--- src/rtl/obi_mem_adapter_if.sv ---
// rtl/obi_mem_adapter_if.sv - OBI request/response and memory-side signal bundle (OBI_RREADY_EN adds obi_rready_i)
interface obi_mem_adapter_if;
    logic        obi_req_i;
    logic        obi_gnt_o;
    logic [31:0] obi_addr_i;
    logic        obi_we_i;
    logic [3:0]  obi_be_i;
    logic [31:0] obi_wdata_i;
    logic        obi_rvalid_o;
`ifdef OBI_RREADY_EN
    logic        obi_rready_i;
`endif
    logic [31:0] obi_rdata_o;
    logic        obi_err_o;
    logic        mem_we_o;
    logic [3:0]  mem_be_o;
    logic [31:0] mem_a_o;
    logic [31:0] mem_wd_o;
    logic [31:0] mem_rd_i;
    logic        mem_err_i;

    // Adapter view: OBI slave towards the core, master towards the memory.
    modport slave (
        input  obi_req_i, obi_addr_i, obi_we_i, obi_be_i, obi_wdata_i,
        output obi_gnt_o, obi_rvalid_o, obi_rdata_o, obi_err_o,
        output mem_we_o, mem_be_o, mem_a_o, mem_wd_o,
        input  mem_rd_i, mem_err_i
`ifdef OBI_RREADY_EN
        , input obi_rready_i
`endif
    );

    modport master (
        output obi_req_i, obi_addr_i, obi_we_i, obi_be_i, obi_wdata_i,
        input  obi_gnt_o, obi_rvalid_o, obi_rdata_o, obi_err_o,
        input  mem_we_o, mem_be_o, mem_a_o, mem_wd_o,
        output mem_rd_i, mem_err_i
`ifdef OBI_RREADY_EN
        , output obi_rready_i
`endif
    );
endinterface

--- src/rtl/obi_mem_adapter.sv ---
// rtl/obi_mem_adapter.sv - OBI slave front-end for word-aligned memory with in-order response FIFO (OBI_RREADY_EN enables rready backpressure)
module obi_mem_adapter #(
    parameter int MEM_WIDTH = 6,
    parameter int RSP_DEPTH = 2
) (
    input  logic              clk,
    input  logic              reset,
    obi_mem_adapter_if.slave  bus
);
    localparam int CW = $clog2(RSP_DEPTH + 1);
    localparam int PW = (RSP_DEPTH > 1) ? $clog2(RSP_DEPTH) : 1;
    localparam logic [PW-1:0] LAST_PTR = PW'(RSP_DEPTH - 1);

    logic [31:0]          fifo_rdata [RSP_DEPTH];
    logic [RSP_DEPTH-1:0] fifo_err;
    logic [PW-1:0]        wptr, rptr;
    logic [CW-1:0]        count;
    logic                 rready, accept, pop, range_err, rsp_err, rvalid;
    logic [1:0]           lane;
    logic [31:0]          rsp_rdata;

`ifdef OBI_RREADY_EN
    localparam logic [CW-1:0] DEPTH_C = CW'(RSP_DEPTH);
    assign rready        = bus.obi_rready_i;
    // Grant looks only at the registered count, so a same-cycle pop never frees a slot.
    assign bus.obi_gnt_o = bus.obi_req_i && (count < DEPTH_C);
`else
    // Responses always drain in their valid cycle, so there is always room.
    assign rready        = 1'b1;
    assign bus.obi_gnt_o = bus.obi_req_i;
`endif

    always_comb begin
        case (bus.obi_be_i)
            4'b0010:          lane = 2'b01;
            4'b1100, 4'b0100: lane = 2'b10;
            4'b1000:          lane = 2'b11;
            default:          lane = 2'b00;
        endcase
    end

    assign range_err    = |bus.obi_addr_i[31:MEM_WIDTH+2];
    assign accept       = bus.obi_req_i && bus.obi_gnt_o;
    assign bus.mem_a_o  = {bus.obi_addr_i[31:2], lane};
    assign bus.mem_be_o = bus.obi_be_i;
    assign bus.mem_wd_o = bus.obi_wdata_i;
    assign bus.mem_we_o = accept && bus.obi_we_i && !range_err;

    assign rsp_err   = range_err | bus.mem_err_i;
    assign rsp_rdata = range_err   ? 32'hDEAD_BEEF :
                       bus.obi_we_i ? 32'h0 : bus.mem_rd_i;

    assign rvalid = (count != '0);
    assign pop    = rvalid && rready;

    always_ff @(posedge clk or negedge reset) begin
        if (!reset) begin
            wptr  <= '0;
            rptr  <= '0;
            count <= '0;
        end else begin
            if (accept)
                wptr <= (wptr == LAST_PTR) ? '0 : wptr + 1'b1;
            if (pop)
                rptr <= (rptr == LAST_PTR) ? '0 : rptr + 1'b1;
            case ({accept, pop})
                2'b10:   count <= count + 1'b1;
                2'b01:   count <= count - 1'b1;
                default: count <= count;
            endcase
        end
    end

    // Entry storage needs no reset: the head is masked by rvalid on the way out.
    always_ff @(posedge clk) begin
        if (accept) begin
            fifo_rdata[wptr] <= rsp_rdata;
            fifo_err[wptr]   <= rsp_err;
        end
    end

    assign bus.obi_rvalid_o = rvalid;
    assign bus.obi_rdata_o  = rvalid ? fifo_rdata[rptr] : 32'h0;
    assign bus.obi_err_o    = rvalid && fifo_err[rptr];
endmodule

--- src/flat_wrapper.sv ---
// flat-port wrapper written by rule: the top's interface ports become plain ports
module obi_mem_adapter_flat 
#(
    parameter int MEM_WIDTH = 6,
    parameter int RSP_DEPTH = 2
)
  (clk, reset, bus_obi_req_i, bus_obi_addr_i, bus_obi_we_i, bus_obi_be_i, bus_obi_wdata_i, bus_obi_gnt_o, bus_obi_rvalid_o, bus_obi_rdata_o, bus_obi_err_o, bus_mem_we_o, bus_mem_be_o, bus_mem_a_o, bus_mem_wd_o, bus_mem_rd_i, bus_mem_err_i);
  obi_mem_adapter_if bus_i ();
  input  logic clk;
  input  logic reset;
  input wire logic [$bits(bus_i.obi_req_i)-1:0] bus_obi_req_i;
  input wire logic [$bits(bus_i.obi_addr_i)-1:0] bus_obi_addr_i;
  input wire logic [$bits(bus_i.obi_we_i)-1:0] bus_obi_we_i;
  input wire logic [$bits(bus_i.obi_be_i)-1:0] bus_obi_be_i;
  input wire logic [$bits(bus_i.obi_wdata_i)-1:0] bus_obi_wdata_i;
  output wire logic [$bits(bus_i.obi_gnt_o)-1:0] bus_obi_gnt_o;
  output wire logic [$bits(bus_i.obi_rvalid_o)-1:0] bus_obi_rvalid_o;
  output wire logic [$bits(bus_i.obi_rdata_o)-1:0] bus_obi_rdata_o;
  output wire logic [$bits(bus_i.obi_err_o)-1:0] bus_obi_err_o;
  output wire logic [$bits(bus_i.mem_we_o)-1:0] bus_mem_we_o;
  output wire logic [$bits(bus_i.mem_be_o)-1:0] bus_mem_be_o;
  output wire logic [$bits(bus_i.mem_a_o)-1:0] bus_mem_a_o;
  output wire logic [$bits(bus_i.mem_wd_o)-1:0] bus_mem_wd_o;
  input wire logic [$bits(bus_i.mem_rd_i)-1:0] bus_mem_rd_i;
  input wire logic [$bits(bus_i.mem_err_i)-1:0] bus_mem_err_i;
  assign bus_i.obi_req_i = bus_obi_req_i;
  assign bus_i.obi_addr_i = bus_obi_addr_i;
  assign bus_i.obi_we_i = bus_obi_we_i;
  assign bus_i.obi_be_i = bus_obi_be_i;
  assign bus_i.obi_wdata_i = bus_obi_wdata_i;
  assign bus_obi_gnt_o = bus_i.obi_gnt_o;
  assign bus_obi_rvalid_o = bus_i.obi_rvalid_o;
  assign bus_obi_rdata_o = bus_i.obi_rdata_o;
  assign bus_obi_err_o = bus_i.obi_err_o;
  assign bus_mem_we_o = bus_i.mem_we_o;
  assign bus_mem_be_o = bus_i.mem_be_o;
  assign bus_mem_a_o = bus_i.mem_a_o;
  assign bus_mem_wd_o = bus_i.mem_wd_o;
  assign bus_i.mem_rd_i = bus_mem_rd_i;
  assign bus_i.mem_err_i = bus_mem_err_i;
  obi_mem_adapter #(.MEM_WIDTH(MEM_WIDTH), .RSP_DEPTH(RSP_DEPTH)) u_core (.clk(clk), .reset(reset), .bus(bus_i));
endmodule
--- config.mk ---
export PLATFORM = sky130hd
export DESIGN_NAME = obi_mem_adapter_flat
export DESIGN_NICKNAME = d
export VERILOG_FILES = /design/src/rtl/obi_mem_adapter_if.sv /design/src/rtl/obi_mem_adapter.sv /design/src/flat_wrapper.sv
export SDC_FILE = /design/constraint.sdc
export NUM_CORES = 1
export LEC_CHECK = 0
export CORE_AREA = 5 5 115 95
export DETAILED_ROUTE_END_ITERATION = 7
export DIE_AREA = 0 0 120 100
export GPL_TIMING_DRIVEN = 0
export HOLD_SLACK_MARGIN = 0.12
export PLACE_DENSITY = 0.79
export SYNTH_ARGS = -nofsm -noshare
export SYNTH_HDL_FRONTEND = slang
export SYNTH_SLANG_ARGS = --single-unit
export TNS_END_PERCENT = 50
--- constraint.sdc ---
create_clock -name clk -period 2.7 [get_ports clk]
set_clock_uncertainty 0.15 [all_clocks]
set_input_delay 0.54 -clock clk [delete_from_list [all_inputs] [get_ports clk]]
set_output_delay 0.54 -clock clk [all_outputs]
set_load 0.05 [all_outputs]
==> results summary, run 1 <==
The run finished with clean final reports. The post-route clock period utilization came out at 98.85%. In the final layout, the share of cells above drive strength 1 is 26.51%.

The path type of the worst setup path is input pin to output port. The overall via count from detail_route is 2871. The clock drives 70 sinks. The last weighted congestion value of the routability-driven placer is 0.7750. For this block, the routed nets add up to 9827 um of wire. Timing would allow up to 0.3747 GHz. The number of fill cells in the layout is 772. The number of nets handed over by synthesis was 408. The data arrival at the endpoint of the critical path came out at 1980 ps.

The post-detailed-route wirelength per cell came out at 15.93 um. The required time of the worst setup path is 2010 ps. Relative to the synthesized area, the layout overhead comes to 61.96%.

The final-report max-slew violation count is 0. The sequential-to-total area share from yosys stat came out at 56.93%. The number of top-level design ports came out at 209. The number of antenna violations at the first check in global routing came out at 0. Clock tree synthesis inserted a total of 9 buffers. After clock tree synthesis, the clock-pin slew on the worst setup and hold paths is 60 ps. The standby leakage power came out at 2.295 nW.

The endpoint type of the worst setup path is an output port. The remaining max-slew budget at the tightest pin came out at 45.11%. In the global route stage, overall resource usage came out at 15.95%. In the routed layout, each cell is associated on average with a via count of 4.653.

The worst supply voltage drop on vdd came out at 0.2765 mV. The die outline area came out at 12000 um2. The height of the die is 100 um. TritonCTS built the clock tree.

The maximum root-to-sink buffer count came out at 2. The first global-routing pass estimated 14900 um of wire. The transition time at the pin with the least slew margin came out at 823.3 ps.

The tree is rooted in a sky130_fd_sc_hd__clkbuf_16. The time the final worst path needs with I/O delays and setup is 2669 ps. The number of nets in the finished design came out at 599. The flop and latch count out of synthesis came out at 70. The repair_antennas step left the layout with diodes totalling 0.

The average cell area after synthesis came out at 12.11 um2. The total grt overflow came out at 0. After detailed routing, the number of remaining DRC violations is 0.

Clock latency on the worst-skew pair, taken at its later pin, is 320 ps. The largest driver fanout on the critical path is 3. The number of global-route vias before repair is 3121. The die span in x is 120 um.

The final-report setup violation count is 0. STA classifies the critical path startpoint as an input pin. Setup repair after global routing could not meet its margin everywhere. The count of TritonRoute iterations in the first routing pass is 4. For the final routed database, the setup TNS stands at 0 ps. During placement, the flow inserted port buffers numbering 168. The starting density of the core is 38.22%.

The half-perimeter wire length after detailed placement is 7490 um. The number of warnings reported in the yosys synthesis log is 0. The iteration-0 DRC count of the detailed router came out at 97. The core region is 9569 um2. The post-placement cell area is 5517 um2.

CTS built an H-tree with a depth of 3. Entering global routing, the biggest net connects 34 pins. The final standard cell area without fillers is 5923 um2.

After floorplanning, the core was divided into 32 placement rows. The number of maximum-capacitance violations came out at 0. The post-synthesis instance total came out at 302. The count of endpoints failing hold in the final timing report was 0. The worst hold path belongs to the class input pin to async pin. Once detail routing completed, the nets flagged for antenna violations numbered 0. The synthesized area is 3657 um2.

In this run, distinct cell masters in the synthesized netlist total 22. The power density of the placed cells came out at 867.6 nW/um2. The top cell types in the final layout, fill and taps aside, are sky130_fd_sc_hd__clkdlybuf4s50_1, sky130_fd_sc_hd__buf_4, sky130_fd_sc_hd__edfxtp_1. The most common library cell in the layout ignoring fill and taps is sky130_fd_sc_hd__clkdlybuf4s50_1.
-- power by group --
part | internal (mW) | switching [mW]
sequential | 1.33 | 0.0743
clock | 0.620 | 0.410
combinational | 0.855 | 1.85
total | 2.81 | 2.33
-- synthesized netlist by cell type --
library cell               number  area share, %
sky130_fd_sc_hd__buf_4         67             14
sky130_fd_sc_hd__edfxtp_1      66             54
sky130_fd_sc_hd__nor2_1        37            3.8
sky130_fd_sc_hd__mux2i_1       33            9.0
sky130_fd_sc_hd__nand2b_1      24            4.1
sky130_fd_sc_hd__nand3_1       24            3.3
sky130_fd_sc_hd__clkbuf_1       9           0.92
sky130_fd_sc_hd__and4b_1        8            2.2
sky130_fd_sc_hd__buf_2          7           0.96
sky130_fd_sc_hd__dfrtp_1        4            2.7
sky130_fd_sc_hd__nor4_1         4           0.68
sky130_fd_sc_hd__xnor2_1        4           0.96
sky130_fd_sc_hd__and4_1         2           0.48
sky130_fd_sc_hd__inv_1          2           0.21
sky130_fd_sc_hd__nor3_1         2           0.27
sky130_fd_sc_hd__or4_4          2           0.62
sky130_fd_sc_hd__xor2_1         2           0.48
sky130_fd_sc_hd__and2_1         1           0.17
sky130_fd_sc_hd__buf_6          1           0.31
sky130_fd_sc_hd__ha_1           1           0.34
sky130_fd_sc_hd__nand3b_1       1           0.21
sky130_fd_sc_hd__nor2_4         1           0.31
-- cell type report --
class / count / area [um2] / share of cell area, %
Inverter: 2 / 7.507 / 0.1267
Multi-Input combinational cell: 146 / 1016 / 17.15
Timing Repair Buffer: 183 / 1823 / 30.78
Clock inverter: 4 / 26.28 / 0.4436
Sequential cell: 70 / 2082 / 35.15
Buffer: 81 / 583.1 / 9.844
Clock buffer: 12 / 236.5 / 3.992
Tap cell: 119 / 148.9 / 2.514
-- flip-flops by register name, indices dropped and copies added (netlist names) --
register           flops
u_core.count           2
u_core.fifo_err        2
u_core.fifo_rdata     64
u_core.rptr            1
u_core.wptr            1
-- critical path, cell delays in order --
cell and delay (ps):
sky130_fd_sc_hd__clkdlybuf4s50_1 500, sky130_fd_sc_hd__buf_4 120, sky130_fd_sc_hd__clkdlybuf4s50_1 810
-- per-stage QoR --
step	setup WS (ps)	power (mW)	instances	util [%]	hold WS [ps]
finish	31.16	5.139	617	61.90	292.2
global route	-29.24	5.336	617	61.90	300.8
CTS	-196.3	5.191	605	60.75	280.7
detailed placement	-1154	4.251	590	57.65	312.5
global placement	-1224	4.209	589	57.35	307.2
floorplan	142.2	3.278	302	-	94.41
-- cells by family after synthesis --
logic type	count (synthesis)	synth area share, %
XOR/XNOR	6	1.437
multiplexers	33	9.032
buffers and inverters	86	16.15
flip-flops	70	56.93
adder cells (fa/ha/maj)	1	0.3421
AND/OR/NAND/NOR	106	16.11
-- worst paths after layout --
kind,cells past startpoint,slack (ps),endpoint,startpoint
setup / recovery,3,30,bus_mem_be_o[0],bus_obi_be_i[0]
hold / removal,1,290,u_core.count[0],reset
setup reg to reg,6,770,u_core.count[1],u_core.count[0]
hold reg to reg,1,390,u_core.count[1],u_core.count[1]
max in group asynchronous,1,1920,u_core.rptr,reset
min in group clk,1,390,u_core.count[1],u_core.count[1]
-- what timing repair did --
action / 4_1_cts / 5_1_grt
pin swaps: 2 / 6
buffers inserted: 1 / 13
gates resized for setup: 84 / 13
endpoints found under the setup margin: 38 / 3
hold buffers: 0 / 0
gates cloned: 0 / 0
-- routing by layer --
layer  track usage [%]  wire length, um  vias to the layer above  share of wire (%)
met5                 0                0                        -                  0
met4             5.986              176                        0                1.8
met3             5.127              875                       16                8.9
met2             29.66             5191                      132                 53
met1             16.88             3584                     1340                 36
li1                  -                -                     1383                  -
No activity file was read; power rests on OpenSTA's default activity.
==> run 2: changes to the inputs <==
- clock period: 2.7 -> 2.85 ns (I/O delays scaled with it)
==> run 2 against run 1 <==
  * Register-to-register slack better by 150 ps
  * Critical path depth up 3
  * Design area down 1.3%
  * Combinational power down 7%
  * Worst hold slack better by 29 ps
  * Utilization down 0.81 points
  * Largest cell class unchanged
  * Highest routed layer unchanged
==> results summary, run 2 (same netlist as run 1, synthesis figures left out) <==
The run finished with clean final reports. The relative contribution of combinational cells to total power is 52.0% (-0.6 points). The remaining max-slew budget at the tightest pin is 45.33% (+0.21 points). Walking the worst path, the cells encountered are clkdlybuf4s50_1, or4_4, nor2_4, buf_6, and4_1, buf_6.

The tree is rooted in a sky130_fd_sc_hd__clkbuf_16. The largest driver fanout on the critical path is 6 (+3). The last weighted congestion value of the routability-driven placer is 0.7750 (unchanged). The register with the most flip-flops in the final layout is u_core.fifo_rdata. The largest registers in the layout are u_core.fifo_rdata: 64 flops, u_core.count: 2 flops, u_core.fifo_err: 2 flops. The transition time at the pin with the least slew margin came out at 820.1 ps (-3.217 ps). The number of rows in the core area was 32 (unchanged). The count of unresolved DRC violations after routing came out at 0 (unchanged). The library cell used most frequently in the layout, excluding fill and tap cells, is sky130_fd_sc_hd__clkdlybuf4s50_1. The share of cells above drive strength 1 came out at 22.92% (-3.6 points). The post-placement cell area came out at 5517 um2 (unchanged). The TritonCTS buffer count came out at 9 (unchanged). The register clock-pin slew on the reported worst setup and hold paths came out at 60 ps (about the same). The combined flip-flop and latch cell area is 2082 um2 (unchanged). The overall routed net length came out at 9766 um (-0.62%). The number of fill cells in the layout is 769 (-0.39%). The worst hold margin is 320.8 ps (+28.63 ps). The die span in x came to 120 um (unchanged). In the layout the commonest cells are sky130_fd_sc_hd__clkdlybuf4s50_1, sky130_fd_sc_hd__buf_4, sky130_fd_sc_hd__edfxtp_1. The final standard cell area without fillers is 5846 um2 (-1.3%).

The time the final worst path needs with I/O delays and setup came out at 2806 ps. The area occupied by multi-input gates is 1016 um2 (unchanged). The iteration-0 DRC count of the detailed router is 104 (+7.2%). The most critical setup path has its startpoint at bus_obi_addr_i[16]. The power density of the placed cells was 824.1 nW/um2 (-5.0%). The overall via count from detail_route was 2848 (-0.80%). The number of diodes added for antenna fixing is 0 (unchanged). The number of cells in the design after placement is 590 (unchanged). The starting density of the core is 38.22% (unchanged).

STA classifies the critical path startpoint as an input pin. The power share of the clock group is 20.3% (+0.3 points). The utilization of the core after routing is 61.09% (-0.81 points). The sum of internal, switching and leakage power came out at 4.817 mW (-6.3%). The maximum root-to-sink buffer count came out at 2 (unchanged). The core area is 9569 um2 (unchanged).

The largest incremental delay on the critical path is 440 ps (-370 ps). The wire length of the first global-routing pass is 14860 um (-0.33%). The synthesis-to-layout area growth came out at 59.84%.

The number of antenna violations at the first check in global routing came out at 0 (unchanged). The register share of total power is 27.6% (+0.2 points). The least setup slack across all paths after layout is 43.56 ps (+12.40 ps).

The pin count of the biggest net entering global routing came out at 34 (unchanged). The data arrival at the endpoint of the critical path came to 2090 ps (+110 ps). The die outline area came out at 12000 um2 (unchanged). The number of maximum-capacitance violations came out at 0 (unchanged). Setup repair after global routing could not meet its margin everywhere.

The number of global-route vias before repair is 3106 (-0.48%). The required time of the worst setup path came out at 2130 ps (+120 ps). The height of the die came out at 100 um (unchanged). The path type of the worst setup path is input pin to output port. The number of flip-flops under the largest register name came out at 64 (unchanged). The number of top-level design ports is 209 (unchanged). The non-filler instance count after layout came out at 612 (-0.81%). TritonCTS built the clock tree. The number of I/O port buffers came out at 168 (unchanged). The final-report max-slew violation count was 0 (unchanged). The switching power of the nets is 2.206 mW (-5.4%).

The placement-stage worst setup slack came out at -1064 ps (+90.00 ps). The vias per cell came to 4.654 (about the same). The half-perimeter wire length after detailed placement was 7490 um (unchanged). The number of nets in the finished design is 594 (-0.83%). The global-route total usage across every layer is 15.90% (-0.049 points). The number of cells on the worst reg-to-reg path came out at 6 (unchanged). The maximum level of the CTS H-tree is 3 (unchanged). The count of endpoints failing hold in the final timing report was 0 (unchanged). The switching power share of the total is 45.79% (+0.40 points). The final-report setup violation count came out at 0 (unchanged). The slowest stage cell on the critical path is sky130_fd_sc_hd__or4_4. The final total negative setup slack was 0 ps (unchanged). The clock sink count came out at 70 (unchanged). The design internal power is 2.612 mW (-7.0%).

STA classifies the critical path endpoint as an output port. The total grt overflow came to 0 (unchanged). The standby leakage power is 2.251 nW (-1.9%). The count of TritonRoute iterations in the first routing pass is 4 (unchanged). The worst supply voltage drop on vdd came out at 0.3111 mV (+13%). The clock insertion delay at the later pin of the skew report came out at 320 ps (about the same). The maximum clock frequency came out at 0.3563 GHz. The post-route clock period utilization came out at 98.47%.

The post-detailed-route count of antenna-violating nets is 0 (unchanged). The post-detailed-route wirelength per cell is 15.96 um (+0.19%). The classification of the worst-slack hold path is input pin to async pin. The startpoint identified for the worst register-to-register timing path is u_core.count[0]. Counting stages on the worst path, the most repeated cell is sky130_fd_sc_hd__buf_6.
[run 2: cell types whose count changed in the layout (fill, tap and decap cells not counted), sizes merged]
cell,change
clkbuf,+3
dlymetal6s2s,-2
clkdlybuf4s50,+4
buf,-8
dlygate4sd2,+10
clkdlybuf4s15,-12
[run 2: worst paths after layout]
kind / slack (ps) / to
max in group asynchronous: 2040 / u_core.count[1]
min reg2reg: 390 / u_core.count[1]
min in group clk: 390 / u_core.count[1]
min: 320 / u_core.count[0]
max reg2reg: 920 / u_core.count[1]
max: 40 / bus_mem_we_o
[run 2: layout make-up]
type / instances / area share, %
tap: 119 / 2.547
buffer: 81 / 9.932
clock buffer: 12 / 4.045
timing repair buffer: 178 / 29.90
multi-input combinational: 146 / 17.38
sequential: 70 / 35.62
inverter: 2 / 0.1284
clock inverter: 4 / 0.4495
[run 2: power groups by stage]
stage / Clock, mW / Sequential (mW) / Combinational, mW
2_1_floorplan: 0 / 1.31 / 1.79
3_3_place_gp: 0 / 1.32 / 2.66
3_5_place_dp: 0 / 1.32 / 2.71
4_1_cts: 0.994 / 1.33 / 2.53
5_1_grt: 1.03 / 1.34 / 2.62
6_report: 0.980 / 1.33 / 2.51
[run 2: critical path: cells and delay by family]
kind / cells / cell delay [ps]
buffers and inverters: 3 / 720
and+or+nand+nor: 3 / 800
[run 2: repair_timing]
item,4_1_cts,5_1_grt
resized for setup,49,19
pin swaps,2,4
hold buffers,0,0
hold endpoints to repair,0,0
endpoints found under the setup margin,36,11
setup buffers,1,8
[run 2: routing by layer]
| metal | routed length [um] | GRT usage (%) | vias to the layer above |
|---|---|---|---|
| li1 | - | - | 1371 |
| met1 | 3561 | 16.91 | 1339 |
| met2 | 5162 | 29.45 | 126 |
| met3 | 876 | 5.127 | 12 |
| met4 | 166 | 5.986 | 0 |
| met5 | 0 | 0 | - |
